## src/rtl/cam_gray_framer.sv

```systemverilog
// Camera front end: RGB565 to DataDepth-bit grey with raster coordinates, frame markers,
// a frame-buffer write-address reset pulse and a small output FIFO that absorbs stalls.
module cam_gray_framer #(
  parameter int CameraDataDepth = 16,
  parameter int DataDepth       = 4,
  parameter int ImageW          = 8,
  parameter int ImageH          = 8,
  parameter int FifoDepth       = 4
) (
  input  logic                       clk,
  input  logic                       rst,
  input  logic                       cam_dv,
  input  logic [CameraDataDepth-1:0] cam_data,
  input  logic                       cam_vsync,
  output logic                       pix_valid,
  input  logic                       pix_ready,
  output logic [DataDepth-1:0]       pix_data,
  output logic [$clog2(ImageW)-1:0]  pix_x,
  output logic [$clog2(ImageH)-1:0]  pix_y,
  output logic                       pix_sof,
  output logic                       pix_eol,
  output logic                       fb_wr_rst,
  output logic                       ovf_err,
  output logic [7:0]                 frame_cnt
);

  localparam int XW = $clog2(ImageW);
  localparam int YW = $clog2(ImageH);
  localparam int AW = $clog2(FifoDepth);
  localparam int EW = DataDepth + XW + YW + 2;

  // Weights sum to 32, so the 11-bit sum never overflows and the result fits 6 bits.
  function automatic logic [5:0] luma6(input logic [5:0] r6, input logic [5:0] g6,
                                       input logic [5:0] b6);
    logic [10:0] sum;
    sum = 11'd9 * 11'(r6) + 11'd19 * 11'(g6) + 11'd4 * 11'(b6);
    return sum[10:5];
  endfunction

  function automatic logic [DataDepth-1:0] to_depth(input logic [5:0] y6);
    return y6[5 -: DataDepth];
  endfunction

  logic [XW-1:0] x_cnt, cur_x;
  logic [YW-1:0] y_cnt, cur_y;
  logic          sof_pending;
  logic          last_x, last_y, wrap, cur_sof;

  always_comb begin
    cur_x   = cam_vsync ? '0 : x_cnt;
    cur_y   = cam_vsync ? '0 : y_cnt;
    cur_sof = cam_vsync | sof_pending;
    last_x  = (cur_x == XW'(ImageW - 1));
    last_y  = (cur_y == YW'(ImageH - 1));
    wrap    = cam_dv & last_x & last_y;
  end

  // A completed frame is counted on its last pixel; vsync after it only restarts addressing.
  always_ff @(posedge clk or negedge rst) begin
    if (!rst) begin
      x_cnt       <= '0;
      y_cnt       <= '0;
      sof_pending <= 1'b1;
      frame_cnt   <= '0;
      fb_wr_rst   <= 1'b0;
    end else begin
      fb_wr_rst <= cam_vsync | wrap;
      if (cam_dv) begin
        sof_pending <= wrap;
        if (last_x) begin
          x_cnt <= '0;
          if (last_y) begin
            y_cnt     <= '0;
            frame_cnt <= frame_cnt + 8'd1;
          end else begin
            y_cnt <= cur_y + 1'b1;
          end
        end else begin
          x_cnt <= cur_x + 1'b1;
          y_cnt <= cur_y;
        end
      end else if (cam_vsync) begin
        x_cnt       <= '0;
        y_cnt       <= '0;
        sof_pending <= 1'b1;
      end
    end
  end

  // ---- stage 1: expanded colour components and pixel tags ----
  logic          vld_p1;
  logic [5:0]    r6_p1, g6_p1, b6_p1;
  logic [XW-1:0] x_p1;
  logic [YW-1:0] y_p1;
  logic          sof_p1, eol_p1;

  always_ff @(posedge clk or negedge rst) begin
    if (!rst) vld_p1 <= 1'b0;
    else      vld_p1 <= cam_dv;
  end

  always_ff @(posedge clk) begin
    if (cam_dv) begin
      r6_p1  <= {cam_data[15:11], cam_data[15]};
      g6_p1  <= cam_data[10:5];
      b6_p1  <= {cam_data[4:0], cam_data[4]};
      x_p1   <= cur_x;
      y_p1   <= cur_y;
      sof_p1 <= cur_sof;
      eol_p1 <= last_x;
    end
  end

  // ---- stage 2: grey value registered straight into the fall-through FIFO ----
  logic [EW-1:0] mem [FifoDepth];
  logic [EW-1:0] entry_p2;
  logic [AW-1:0] wr_ptr, rd_ptr;
  logic [AW:0]   cnt;
  logic          full, rd, wr;

  assign entry_p2  = {sof_p1, eol_p1, y_p1, x_p1, to_depth(luma6(r6_p1, g6_p1, b6_p1))};
  assign full      = (cnt == (AW + 1)'(FifoDepth));
  assign pix_valid = (cnt != '0);
  assign rd        = pix_valid & pix_ready;
  assign wr        = vld_p1 & (~full | rd);

  always_ff @(posedge clk or negedge rst) begin
    if (!rst) begin
      wr_ptr  <= '0;
      rd_ptr  <= '0;
      cnt     <= '0;
      ovf_err <= 1'b0;
    end else begin
      if (wr) wr_ptr <= wr_ptr + 1'b1;
      if (rd) rd_ptr <= rd_ptr + 1'b1;
      case ({wr, rd})
        2'b10:   cnt <= cnt + 1'b1;
        2'b01:   cnt <= cnt - 1'b1;
        default: cnt <= cnt;
      endcase
      if (vld_p1 & full & ~rd) ovf_err <= 1'b1;
    end
  end

  always_ff @(posedge clk) begin
    if (wr) mem[wr_ptr] <= entry_p2;
  end

  // Storage is never cleared; gating on pix_valid keeps the outputs at zero while empty.
  assign {pix_sof, pix_eol, pix_y, pix_x, pix_data} = pix_valid ? mem[rd_ptr] : '0;

endmodule

```

## config.mk

```make
export PLATFORM = sky130hd
export DESIGN_NAME = cam_gray_framer
export DESIGN_NICKNAME = d
export VERILOG_FILES = /design/src/rtl/cam_gray_framer.sv
export SDC_FILE = /design/constraint.sdc
export NUM_CORES = 1
export LEC_CHECK = 0
export BUFFER_PORTS_ARGS = -buffer_cell sky130_fd_sc_hd__buf_2
export CORE_MARGIN = 4
export CORE_UTILIZATION = 43
export DETAILED_ROUTE_END_ITERATION = 12
export GPL_ROUTABILITY_DRIVEN = 0
export GPL_TIMING_DRIVEN = 0
export HOLD_SLACK_MARGIN = 0.1
export SLEW_MARGIN = 5
export SYNTH_ARGS = -nofsm -noshare
export SYNTH_HDL_FRONTEND = slang
export SYNTH_SLANG_ARGS = --single-unit
export TNS_END_PERCENT = 5
```

## constraint.sdc

```tcl
create_clock -name clk -period 5.4 [get_ports clk]
set_clock_uncertainty 0.1 [all_clocks]
set_input_delay 1.08 -clock clk [delete_from_list [all_inputs] [get_ports clk]]
set_output_delay 1.08 -clock clk [all_outputs]
set_load 0.05 [all_outputs]
```

Yosys cells after proc, flatten, opt, wreduce, memory -nomap -nowiden
Memories as Yosys holds them, arrays and structs flattened.
Index checks and enable logic that the tools add are counted.
W data, S select, Z words.
- register bits after elaboration: 51
- RAM bits: 48
- output and inout port bits: 23
- memories kept: 1
- add/sub/neg operators: 9
- multiply operators: 2
- equal/unequal tests: 5
- multiplexer cells: 13
- bitwise gates (word level): 11
- reductions and logical operators: 4
- memory list (name ; depth ; bits a word ; read ports ; clocked after memory_dff ; wr ports ; line ; text):
    mem ; 4 ; 12 ; 1 ; 0 ; 1 ; 115 ; logic [EW-1:0] mem [FifoDepth];
- operators by type and width (cell ; count):
    $mux W3 ; 7
    $mux W12 ; 1
    $add A10 B11 Y11 ; 1
    $add A11 B8 Y11 ; 1
    $mul A5 B6 Y11 const A ; 1
    $mul A4 B6 Y10 const A ; 1
    $add A3 B1 Y3 const B ; 3
    $eq A3 B3 Y1 const B ; 3
    $add A8 B1 Y8 const B ; 1
    $and A1 B1 Y1 ; 6
    $pmux W3 S2 ; 1
    $add A2 B1 Y2 const B ; 2
    $mux W1 ; 4
    $reduce_bool A2 Y1 ; 2
    $or A1 B1 Y1 ; 3
    $reduce_and A3 Y1 ; 1
    $reduce_bool A3 Y1 ; 1
    $sub A3 B1 Y3 const B ; 1
    $eq A2 B1 Y1 const B ; 1
    $eq A2 B2 Y1 const B ; 1
    $not A1 Y1 ; 2

Longest topological paths before layout
Gate-level depths: netlist of run 1.
- depth in word-level cells: 6
- depth in mapped cells: 15
- depth with buffers taken out: 15

Least setup slack after synthesis of run 1
No wires, ideal clock.
- path type: register -> register
- from: register g6_p1[4]
- to: memory mem[0][3] (netlist name), data pin
- library setup time: 273 ps
- arrival time: 3803 ps
- data required time: 5027 ps
- slack: 1224 ps
- cell stages (with the launch flop): 15
- buffers on the path: 0
- cells stage by stage: edfxtp_1 > inv_1 > fa_1 > inv_1 > ha_1 > inv_1 > fa_1 > inv_1 > fa_1 > fa_1 > ha_1 > and3_1 > a311o_1 > a21oi_2 > xnor2_1
- longest elaborated chain between the ends: 3
- ends and longest elaborated chain (what ; line ; text):
    start, declared ; 92 ; logic [5:0] r6_p1, g6_p1, b6_p1;
    start signal, assigned ; 105 ; g6_p1 <= cam_data[10:5];
    $mul A5 B6 Y11 ; 36 ; sum = 11'd9 * 11'(r6) + 11'd19 * 11'(g6) + 11'd4 * 11'(b6);
    $add A10 B11 Y11 ; 36 ;
    $add A11 B8 Y11 ; 36 ;
    via entry_p2[3] ; 116 ; logic [EW-1:0] entry_p2;
    end, declared ; 115 ;
The timed path passes the listed nets, and every way through them passes these cells.

Final worst setup path of run 1
- from: register r6_p1[2]
- to: memory mem[0][3] (netlist name), data pin
- longest elaborated chain between the ends: 3
- ends and longest elaborated chain (what ; line ; text):
    start, declared ; 92 ;
    start signal, assigned ; 104 ; r6_p1 <= {cam_data[15:11], cam_data[15]};
    $mul A4 B6 Y10 ; 36 ;
    $add A10 B11 Y11 ; 36 ;
    $add A11 B8 Y11 ; 36 ;
    via entry_p2[3] ; 116 ;
The timed path passes the listed nets, and every way through them passes these cells.

==> impl_results.md, run 1 <==
* Status: complete, no violations
* I/O Pins at between 40 and 50
* Crit Path Class: reg -> reg
* Min-delay src: ovf_err
* Core Box Area at around 10000 um^2
* Via count at 2336
* Least-Margin Pin Slew at 0.698 ns
* Hold Path Stages at 1
* Final Net Count at 421
* Worst endpoint required time at between 5 and 6 ns
* Antenna violations before repair at 0
* RSZ-0062 raised after global routing: no
* Initial drt markers at 62
* Setup total negative slack at 0 ns
* Area grow syn2layout at 12.7%
* Number of global-route vias before repair at 2506
* Final WL at approximately 7600 um
* Die ar. at roughly 13000 um^2
* Syn_nets at 367
* Crit. End Element: register
* Data arrival, critical path at ~4.5 ns
* Starting Density at 0.446
* Total grt overflow at 0
* Power per standard cell area at around 560 nW/um^2
* H-tree levels at 3
* Switching power at 1160 uW
* Comb pwr share at 0.454
* Hpwl dp at 5420 um
* Root buf cell: clkbuf_8
* Period minus WS final at 4.46 ns
* Pleak at 0.00225 uW
* CTS Buf Count at 9
* Max Slew Vio Count at 0
* DRT antenna net count at 0
* First-pass GRT wire length at 12600 um
* Fill cell count at 905
* Reg clk slew, reported paths at about 0.1 ns
* Chip height at 112 um
* Worst path cell trace: inv_1, fa_1, inv_1, ha_1, inv_1, fa_1, inv_1, fa_1, fa_1, ha_1, and3_1, a311o_1, a21oi_2, xnor2_1
* Final Non-Filler Cells at between 400 and 500
* PostCTS Resize Cnt at 0
* Worst r2r path cells at 14
* Largest net degree at the start of global routing at 32
* Synth cell types at 38
* Sink Count at 97
* Maximum vdd drop at 305 uV
* Port bufs at 43
* Synth Area per Inst at 16.1 um^2
* Setup violators final at 0
* Layout cell share with drive strength beyond 1 at 0.232
* Crit path launch type: register
* Max clock buf depth at 2
* Hold-fix buffers, CTS at 0
* Clock Latency Late Sink at 0.36 ns
* Clock network power share at 0.167
* Seq/Total Area, Yosys at 0.598
* Hold Crit Class: reg -> reg
* Total power at 2930 uW
* First-pass detailed-route iteration total at 4
* Post-DR vias/cell at 4.82
* Crit path launch: r6_p1[2]
* FMAX at 224 MHz
* Cell depth of the worst setup path at 14
* CP bufs+invs at 4
* Slew margin rel. at 0.535
* Post-route DRC at 0
* CTS tree: yes
* Internal Power at 1770 uW
* Postcts setup bufs at 0
* Seq cells post-synth at between 90 and 100
* # rows at 37
* Delay-heaviest family, CP: adder cells
* Crit-path max FO at 4
* Final period util at 0.826
* Placed cell count at 469
* Switching share of total power at 0.396
* Ant diodes at 0
* Final Hold Vio Count at 0
* Synth warn at 0
* Fin area at ~5300 um^2
* Gate Count Post-Synth at 290
* Critical-path top delay cell: fa_1
* Max-Cap Viols at 0
* Routed len/inst at 15.6 um
* R2R Path Start: r6_p1[2]
* Synthesized area at 4660 um^2
* Seq pwr share at 0.379
* Die W at approximately 110 um
* Gr usage total at 0.130
* Dpl cell area at 5050 um^2
* Slowest cell delay on critical path at 0.53 ns
[synth_stat cells]
| library cell | number | share of area |
|---|---|---|
| mux4_1 | 4 | 0.023 |
| o21ai_0 | 3 | 0.0032 |
| a311o_1 | 1 | 0.0021 |
| and3_1 | 4 | 0.0054 |
| fa_1 | 17 | 0.073 |
| nand3_1 | 4 | 0.0043 |
| mux4_2 | 8 | 0.039 |
| o211ai_1 | 1 | 0.0016 |
| dfrtp_1 | 24 | 0.13 |
| mux2_2 | 4 | 0.0097 |
| nor2_2 | 1 | 0.0013 |
| a21o_1 | 1 | 0.0016 |
| and2_4 | 1 | 0.0019 |
| buf_2 | 1 | 0.0011 |
| o21ai_1 | 1 | 0.0011 |
| buf_6 | 1 | 0.0024 |
| and2_1 | 16 | 0.021 |
| dfstp_2 | 1 | 0.0056 |
| inv_1 | 27 | 0.022 |
| edfxtp_1 | 72 | 0.46 |
| o21a_1 | 1 | 0.0016 |
| or2_2 | 1 | 0.0013 |
| xnor2_1 | 10 | 0.019 |
| nor4b_1 | 1 | 0.0019 |
| and2_2 | 1 | 0.0016 |
| buf_12 | 1 | 0.0043 |
| o21bai_1 | 1 | 0.0016 |
| xor2_1 | 9 | 0.017 |
| clkbuf_1 | 3 | 0.0024 |
| nor2b_1 | 8 | 0.011 |
| or3_1 | 1 | 0.0013 |
| nand2_1 | 10 | 0.0080 |
| nor3_1 | 1 | 0.0011 |
| nand4_1 | 3 | 0.0040 |
| a21oi_2 | 2 | 0.0038 |
| nor2_1 | 5 | 0.0040 |
| a21oi_1 | 1 | 0.0011 |
| ha_1 | 39 | 0.10 |
[metal layers]
layer  global-route usage  routed length (um)
met1                0.177                3610
met2                0.207                3650
met3               0.0210                 196
met4               0.0609                 119
met5                    0                   0
[power groups by stage]
stage          Clock, uW  Sequential (uW)  Combinational [uW]
2_1_floorplan          0             1120                1040
4_1_cts              510             1110                1350
6_report             488             1110                1330
5_1_grt              541             1130                1470
3_5_place_dp           0             1130                1340
3_3_place_gp           0             1120                1320
[logic make-up after synthesis]
logic type	synth area share
AOI/OAI and AO/OA	0.0177
xor gates and xnor gates	0.0357
adders and majority gates	0.178
buffers and inverters	0.0319
DFF	0.598
muxes	0.0708
and+or+nand+nor	0.0684
[worst reg2reg max path: stages (launching register included)]
cell	delay, ns
edfxtp_1	0.40
inv_1	0.08
fa_1	0.53
inv_1	0.04
ha_1	0.26
inv_1	0.05
fa_1	0.52
inv_1	0.06
fa_1	0.45
fa_1	0.45
ha_1	0.36
and3_1	0.19
a311o_1	0.41
a21oi_2	0.17
xnor2_1	0.20
[final timing paths]
path                             endpoint  slack, ns
worst min-delay path              ovf_err       0.36
worst min register to register    ovf_err       0.36
min in group asynchronous          cnt[0]       0.61
worst max register to register  mem[0][3]       0.94
worst max-delay path            mem[0][3]       0.94
max in group asynchronous        x_cnt[0]       4.18
[area by class of cell]
class,count,area (um^2),share of cell area
Buffer,6,47.5,0.00905
Clock buffer,9,124,0.0236
Clock inverter,7,81.3,0.0155
Inverter,27,101,0.0193
Multi-Input combinational cell,160,1730,0.329
Sequential cell,97,2790,0.531
Tap cell,136,170,0.0324
Timing Repair Buffer,43,215,0.0410
[placed cells by master, fill, tap and decap left out, types with 2 or more instances in the layout]
| master | instances |
|---|---|
| clkbuf_8 | 9 |
| xor2_1 | 9 |
| a21oi_2 | 2 |
| inv_6 | 4 |
| ha_1 | 39 |
| inv_1 | 27 |
| nand3_1 | 4 |
| buf_2 | 44 |
| mux2_2 | 4 |
| fa_1 | 17 |
| mux4_1 | 4 |
| dfrtp_1 | 24 |
| clkbuf_1 | 3 |
| edfxtp_1 | 72 |
| and2_1 | 16 |
| nor2_1 | 5 |
| mux4_2 | 8 |
| nand4_1 | 3 |
| nand2_1 | 10 |
| o21ai_0 | 3 |
| nor2b_1 | 8 |
| xnor2_1 | 10 |
| and3_1 | 4 |
[state kept, by name, indices dropped and copies added (netlist names), 5 cells and up]
| signal | cells |
|---|---|
| mem | 48 |
| frame_cnt | 8 |
| g6_p1 | 6 |
| b6_p1 | 5 |
| r6_p1 | 5 |
[through the flow]
step | hold slack [ns] | util | worst slack (ns)
2_1_floorplan | 0.342 | - | 1.22
3_3_place_gp | 0.339 | 0.483 | 0.996
3_5_place_dp | 0.341 | 0.483 | 0.962
4_1_cts | 0.365 | 0.502 | 0.928
5_1_grt | 0.398 | 0.502 | 0.722
6_report | 0.363 | 0.502 | 0.938
No activity file was read; power rests on OpenSTA's default activity.
==> inputs of run 2 (changes only) <==
clock period = 4.2 ns   (was 5.4 ns; I/O delays follow)
==> impl_results.md, run 2 (synthesis gave the netlist of run 1 again) <==
* Data arrival, critical path at 4.16 ns (-0.36 ns)
* Largest Register: mem
* Root buf cell: clkbuf_8
* Worst endpoint required time at 4.21 ns (-1.24 ns)
* Fill cell count at 902 (-0.33%)
* Post-DR vias/cell at 4.81 (-0.17%)
* Setup violators final at 0 (unchanged)
* Internal Power at 2420 uW (+37%)
* Slew margin rel. at 0.528 (-0.00702)
* Crit-path max FO at 4 (unchanged)
* Largest register FFs at 48 (unchanged)
* CP most frequent cell: fa_1
* Least-Margin Pin Slew at 0.709 ns (+0.0105 ns)
* Maximum vdd drop at 422 uV (+38%)
* Status: complete, no violations
* Clock network power share at 0.159 (-0.008)
* Max-Cap Viols at 0 (unchanged)
* # rows at 37 (unchanged)
* Seq pwr share at 0.358 (-0.021)
* Total grt overflow at 0 (unchanged)
* Routed len/inst at 15.9 um (+1.7%)
* Crit path launch type: register
* Slowest cell delay on critical path at 0.58 ns (+0.05 ns)
* Sink Count at 97 (unchanged)
* Final core utilization at 0.513 (+0.0109)
* Hold Crit Class: in -> async
* Final period util at 0.988 (+0.162)
* Delay-heaviest family, CP: adder cells
* First-pass GRT wire length at 12900 um (+2.3%)
* CP bufs+invs at 1 (-3)
* CTS Buf Count at 9 (unchanged)
* Clock Latency Late Sink at 0.36 ns (about the same)
* Crit Path Class: reg -> reg
* Hpwl dp at 5420 um (unchanged)
* Top flop regs: mem x48, frame_cnt x8, g6_p1 x6
* Switching power at 1570 uW (+35%)
* Period minus WS final at 4.15 ns (-0.312 ns)
* Antenna violations before repair at 0 (unchanged)
* Pleak at 0.00229 uW (+1.5%)
* Die W at 112 um (unchanged)
* Reg clk slew, reported paths at 0.10 ns (about the same)
* Core Box Area at 10500 um^2 (unchanged)
* Die ar. at 12600 um^2 (unchanged)
* Worst path cell trace: buf_4, ha_1, ha_1, fa_1, fa_1, fa_1, ha_4, and3_1, a311o_1, a21oi_2, xnor2_2
* Hold-fix buffers, CTS at 0 (unchanged)
* Max clock buf depth at 2 (unchanged)
* Post-route DRC at 0 (unchanged)
* CTS tree: yes
* Via count at 2356 (+0.86%)
* Initial drt markers at 69 (+11%)
* DRT antenna net count at 0 (unchanged)
* Number of global-route vias before repair at 2555 (+2.0%)
* Most frequent cells in the layout: edfxtp_1 (72), buf_2 (44), ha_1 (35)
* Comb pwr share at 0.483 (+0.029)
* Ant diodes at 0 (unchanged)
* Layout cell share with drive strength beyond 1 at 0.282 (+0.0504)
* FMAX at 241 MHz (+7.5%)
* Port bufs at 43 (unchanged)
* RSZ-0062 raised after global routing: yes
* Final Hold Vio Count at 0 (unchanged)
* Crit. End Element: register
* Power per standard cell area at 742 nW/um^2 (+33%)
* First-pass detailed-route iteration total at 4 (unchanged)
* I/O Pins at 44 (unchanged)
* Leading cell type in the layout, fill and taps excluded: edfxtp_1
* Largest net degree at the start of global routing at 32 (unchanged)
* Final Net Count at 426 (+1.2%)
* Final WL at 7790 um (+2.8%)
* Area grow syn2layout at 15.1%
* Placed cell count at 469 (unchanged)
* Final Non-Filler Cells at 490 (+1.0%)
* Switching share of total power at 0.393 (-0.00275)
* Critical-path top delay cell: fa_1
* Setup total negative slack at 0 ns (unchanged)
* H-tree levels at 3 (unchanged)
* Chip height at 112 um (unchanged)
* Starting Density at 0.446 (unchanged)
* Max Slew Vio Count at 0 (unchanged)
* Gr usage total at 0.134 (+0.00323)
## run 2: cell types whose count changed in the layout (fill, tap and decap cells not counted), moves of 4 or more
cell   change
buf_4      +4
inv_2      +5
ha_1       -4
ha_4       +4
inv_1      -5
## run 2: power groups by stage
stage	Combinational, uW	Clock, uW	Sequential [uW]
5_1_grt	2120	698	1450
3_3_place_gp	1700	0	1440
4_1_cts	1890	655	1430
6_report	1920	632	1430
2_1_floorplan	1330	0	1440
3_5_place_dp	1730	0	1450
## run 2: final cells by class
class                      instances  area [um^2]  area share
sequential                        97         2790       0.519
buffer                             6         47.5     0.00886
clock inverter                     7         81.3      0.0151
inverter                          27          101      0.0189
clock buffer                       9          124      0.0231
timing repair buffer              48          256      0.0478
multi-input combinational        160         1800       0.335
tap                              136          170      0.0317
## run 2: worst paths after layout
path	to	cells after the start	from	slack [ns]
max	mem[0][3]	11	g6_p1[5]	0.05
min	cnt[0]	1	rst	0.36
max reg2reg	mem[0][3]	11	g6_p1[5]	0.05
max in group asynchronous	x_cnt[0]	1	rst	3.22
min reg2reg	ovf_err	1	ovf_err	0.36
min in group clk	ovf_err	1	ovf_err	0.36
## run 2: stage by stage
| stage | power [uW] | area [um^2] | hold slack (ns) | worst slack (ns) |
|---|---|---|---|---|
| 4_1_cts | 3980 | 5350 | 0.365 | 0.0118 |
| 6_report | 3980 | 5370 | 0.362 | 0.0508 |
| 3_3_place_gp | 3140 | 5050 | 0.339 | -0.204 |
| 2_1_floorplan | 2770 | 4660 | 0.342 | 0.0243 |
| 5_1_grt | 4270 | 5370 | 0.398 | -0.110 |
| 3_5_place_dp | 3180 | 5050 | 0.341 | -0.238 |
## run 2: repair_timing
action | in CTS | in global routing
endpoints found under the setup margin | 16 | 16
hold endpoints to repair | 0 | 0
gates cloned | 0 | 0
gates resized for setup | 12 | 3
pin swaps | 12 | 5
setup buffers | 5 | 0
## run 2: metal layers
| metal | vias to the layer above | track usage | part of all wire | routed length [um] |
|---|---|---|---|---|
| met5 | - | 0 | 0 | 0 |
| met3 | 11 | 0.0243 | 0.025 | 192 |
| met4 | 0 | 0.0625 | 0.018 | 140 |
| met2 | 26 | 0.213 | 0.48 | 3750 |
| li1 | 1153 | - | - | - |
| met1 | 1166 | 0.179 | 0.48 | 3710 |
==> inputs of run 3 (changes only) <==
CAP_MARGIN = 20   (was unset)
CORE_MARGIN = 2   (was 4)
clock period = 3.9 ns   (was 4.2 ns; I/O delays follow)
==> impl_results.md, run 3 (synthesis gave the netlist of run 1 again) <==
* Least-Margin Pin Slew at 0.726 ns (+0.0177 ns)
* Die ar. at 11700 um^2 (-7.0%)
* Largest Register: mem
* Worst endpoint required time at 3.91 ns (-0.30 ns)
* Final WL at 7810 um (+0.26%)
* Period minus WS final at 4.22 ns (+0.0746 ns)
* Critical-path top delay cell: fa_2
* Crit-path max FO at 4 (unchanged)
* First-pass GRT wire length at 12900 um (-0.21%)
* Worst r2r path cells at 15 (+4)
* Port bufs at 43 (unchanged)
* First-pass detailed-route iteration total at 4 (unchanged)
* Leading cell type in the layout, fill and taps excluded: edfxtp_1
* Switching share of total power at 0.397 (+0.00443)
* Max Slew Vio Count at 0 (unchanged)
* Area grow syn2layout at 13.8%
* Comb pwr share at 0.493 (+0.010)
* Slowest cell delay on critical path at 0.53 ns (-0.05 ns)
* Max-Cap Viols at 0 (unchanged)
* CP most frequent cell: fa_1
* Starting Density at 0.436 (-0.00980)
* I/O Pins at 44 (unchanged)
* CTS Buf Count at 9 (unchanged)
* Slew margin rel. at 0.516 (-0.0118)
* Maximum vdd drop at 481 uV (+14%)
* Clock network power share at 0.139 (-0.020)
* Sink Count at 97 (unchanged)
* Post-route DRC at 0 (unchanged)
* Pre-CTS WS at -0.426 ns (-0.188 ns)
* Clock Latency Late Sink at 0.37 ns (about the same)
* Largest register FFs at 48 (unchanged)
* Total power at 4170 uW (+4.6%)
* Crit path launch type: register
* H-tree levels at 3 (unchanged)
* Via count at 2383 (+1.1%)
* Routed len/inst at 15.9 um (-0.15%)
* CTS tree: yes
* Max clock buf depth at 2 (unchanged)
* Final Net Count at 424 (-0.47%)
* Internal Power at 2510 uW (+3.8%)
* DRT antenna net count at 0 (unchanged)
* R2R Path End: mem[1][1]
* Final Non-Filler Cells at 492 (+0.41%)
* Core Box Area at 10700 um^2 (+2.2%)
* Most frequent cells in the layout: edfxtp_1 (72), buf_2 (44), ha_1 (36)
* Hold Crit Class: in -> async
* Largest net degree at the start of global routing at 32 (unchanged)
* Setup total negative slack at -4.32 ns (-4.32 ns)
* Top flop regs: mem x48, frame_cnt x8, g6_p1 x6
* Switching power at 1660 uW (+5.8%)
* Total grt overflow at 0 (unchanged)
* Power per standard cell area at 785 nW/um^2 (+5.8%)
* Crit. End Element: register
* Setup WS post-layout at -0.324 ns (-0.375 ns)
* R2R Setup Slk at -0.32 ns (-0.37 ns)
* Pleak at 0.00224 uW (-1.8%)
* Reg clk slew, reported paths at 0.10 ns (about the same)
* # rows at 38 (+2.7%)
* Fill cell count at 937 (+3.9%)
* Hold WS at 0.300 ns (-0.0626 ns)
* Crit Path Class: reg -> reg
* Layout cell share with drive strength beyond 1 at 0.261 (-0.0211)
* Gr usage total at 0.151 (+0.0176)
* Die W at 108 um (-3.6%)
* Crit path launch: g6_p1[4]
* Ant diodes at 0 (unchanged)
* Final period util at 1.08 (+0.0951)
* Final Hold Vio Count at 0 (unchanged)
* Initial drt markers at 109 (+58%)
* Worst path cell trace: inv_1, fa_1, inv_1, ha_1, inv_2, fa_1, inv_2, fa_2, fa_1, ha_4, nand4_1, o211ai_1, o21a_1, nor2_2, xnor2_2
* Antenna violations before repair at 0 (unchanged)
* Failing checks: negative setup slack
* RSZ-0062 raised after global routing: yes
* Data arrival, critical path at 4.23 ns (+0.07 ns)
* Seq pwr share at 0.368 (+0.010)
* Chip height at 108 um (-3.6%)
* CP bufs+invs at 4 (+3)
* Placed cell count at 473 (+0.85%)
* Post-DR vias/cell at 4.84 (+0.73%)
* Hpwl dp at 5440 um (+0.31%)
* Number of global-route vias before repair at 2571 (+0.63%)
* FMAX at 237 MHz (-1.8%)
* Root buf cell: clkbuf_8
* Status: finished with violations
* Setup violators final at 16 (+16)
* Delay-heaviest family, CP: adder cells
* R2R Path Start: g6_p1[4]
run 3: power by group through the flow:
stage          clock network [uW]  registers, uW  logic, uW
2_1_floorplan                   0           1550       1470
3_3_place_gp                    0           1550       1870
3_5_place_dp                    0           1560       1900
4_1_cts                       604           1540       2060
5_1_grt                       648           1560       2260
6_report                      578           1530       2050
run 3: timing repair:
| action | in CTS | in global routing |
|---|---|---|
| setup buffers | 3 | 0 |
| endpoints found under the setup margin | 16 | 16 |
| pin swaps | 3 | 1 |
| hold buffers | 0 | 0 |
| resized for setup | 6 | 1 |
run 3: layer usage:
metal / vias up / GRT usage / wire, um
met2: 34 / 0.240 / 3780
met5: - / 0 / 0
met1: 1194 / 0.202 / 3670
li1: 1145 / - / -
met3: 10 / 0.0404 / 248
met4: 0 / 0.0522 / 107
run 3: cell type report:
class	instances	area, um^2	area share
inverter	27	101	0.0191
clock inverter	6	41.3	0.00778
multi-input combinational	160	1790	0.337
timing repair buffer	46	238	0.0448
sequential	97	2790	0.526
buffer	6	47.5	0.00896
clock buffer	10	128	0.0241
tap	140	175	0.0330
run 3: through the flow:
step            util  cell area [um^2]
3_5_place_dp   0.474              5070
4_1_cts        0.496              5310
3_3_place_gp   0.474              5070
2_1_floorplan      -              4680
6_report       0.496              5310
5_1_grt        0.496              5310
run 3: worst max-delay path by stage:
stage,endpoint,slack (ns),cells after the start
floorplan,mem[0][3],-0.10,13
global placement,mem[2][1],-0.32,15
detailed placement,mem[1][1],-0.43,15
CTS,mem[1][1],-0.32,15
global route,mem[1][1],-0.49,15
finish,mem[1][1],-0.32,15
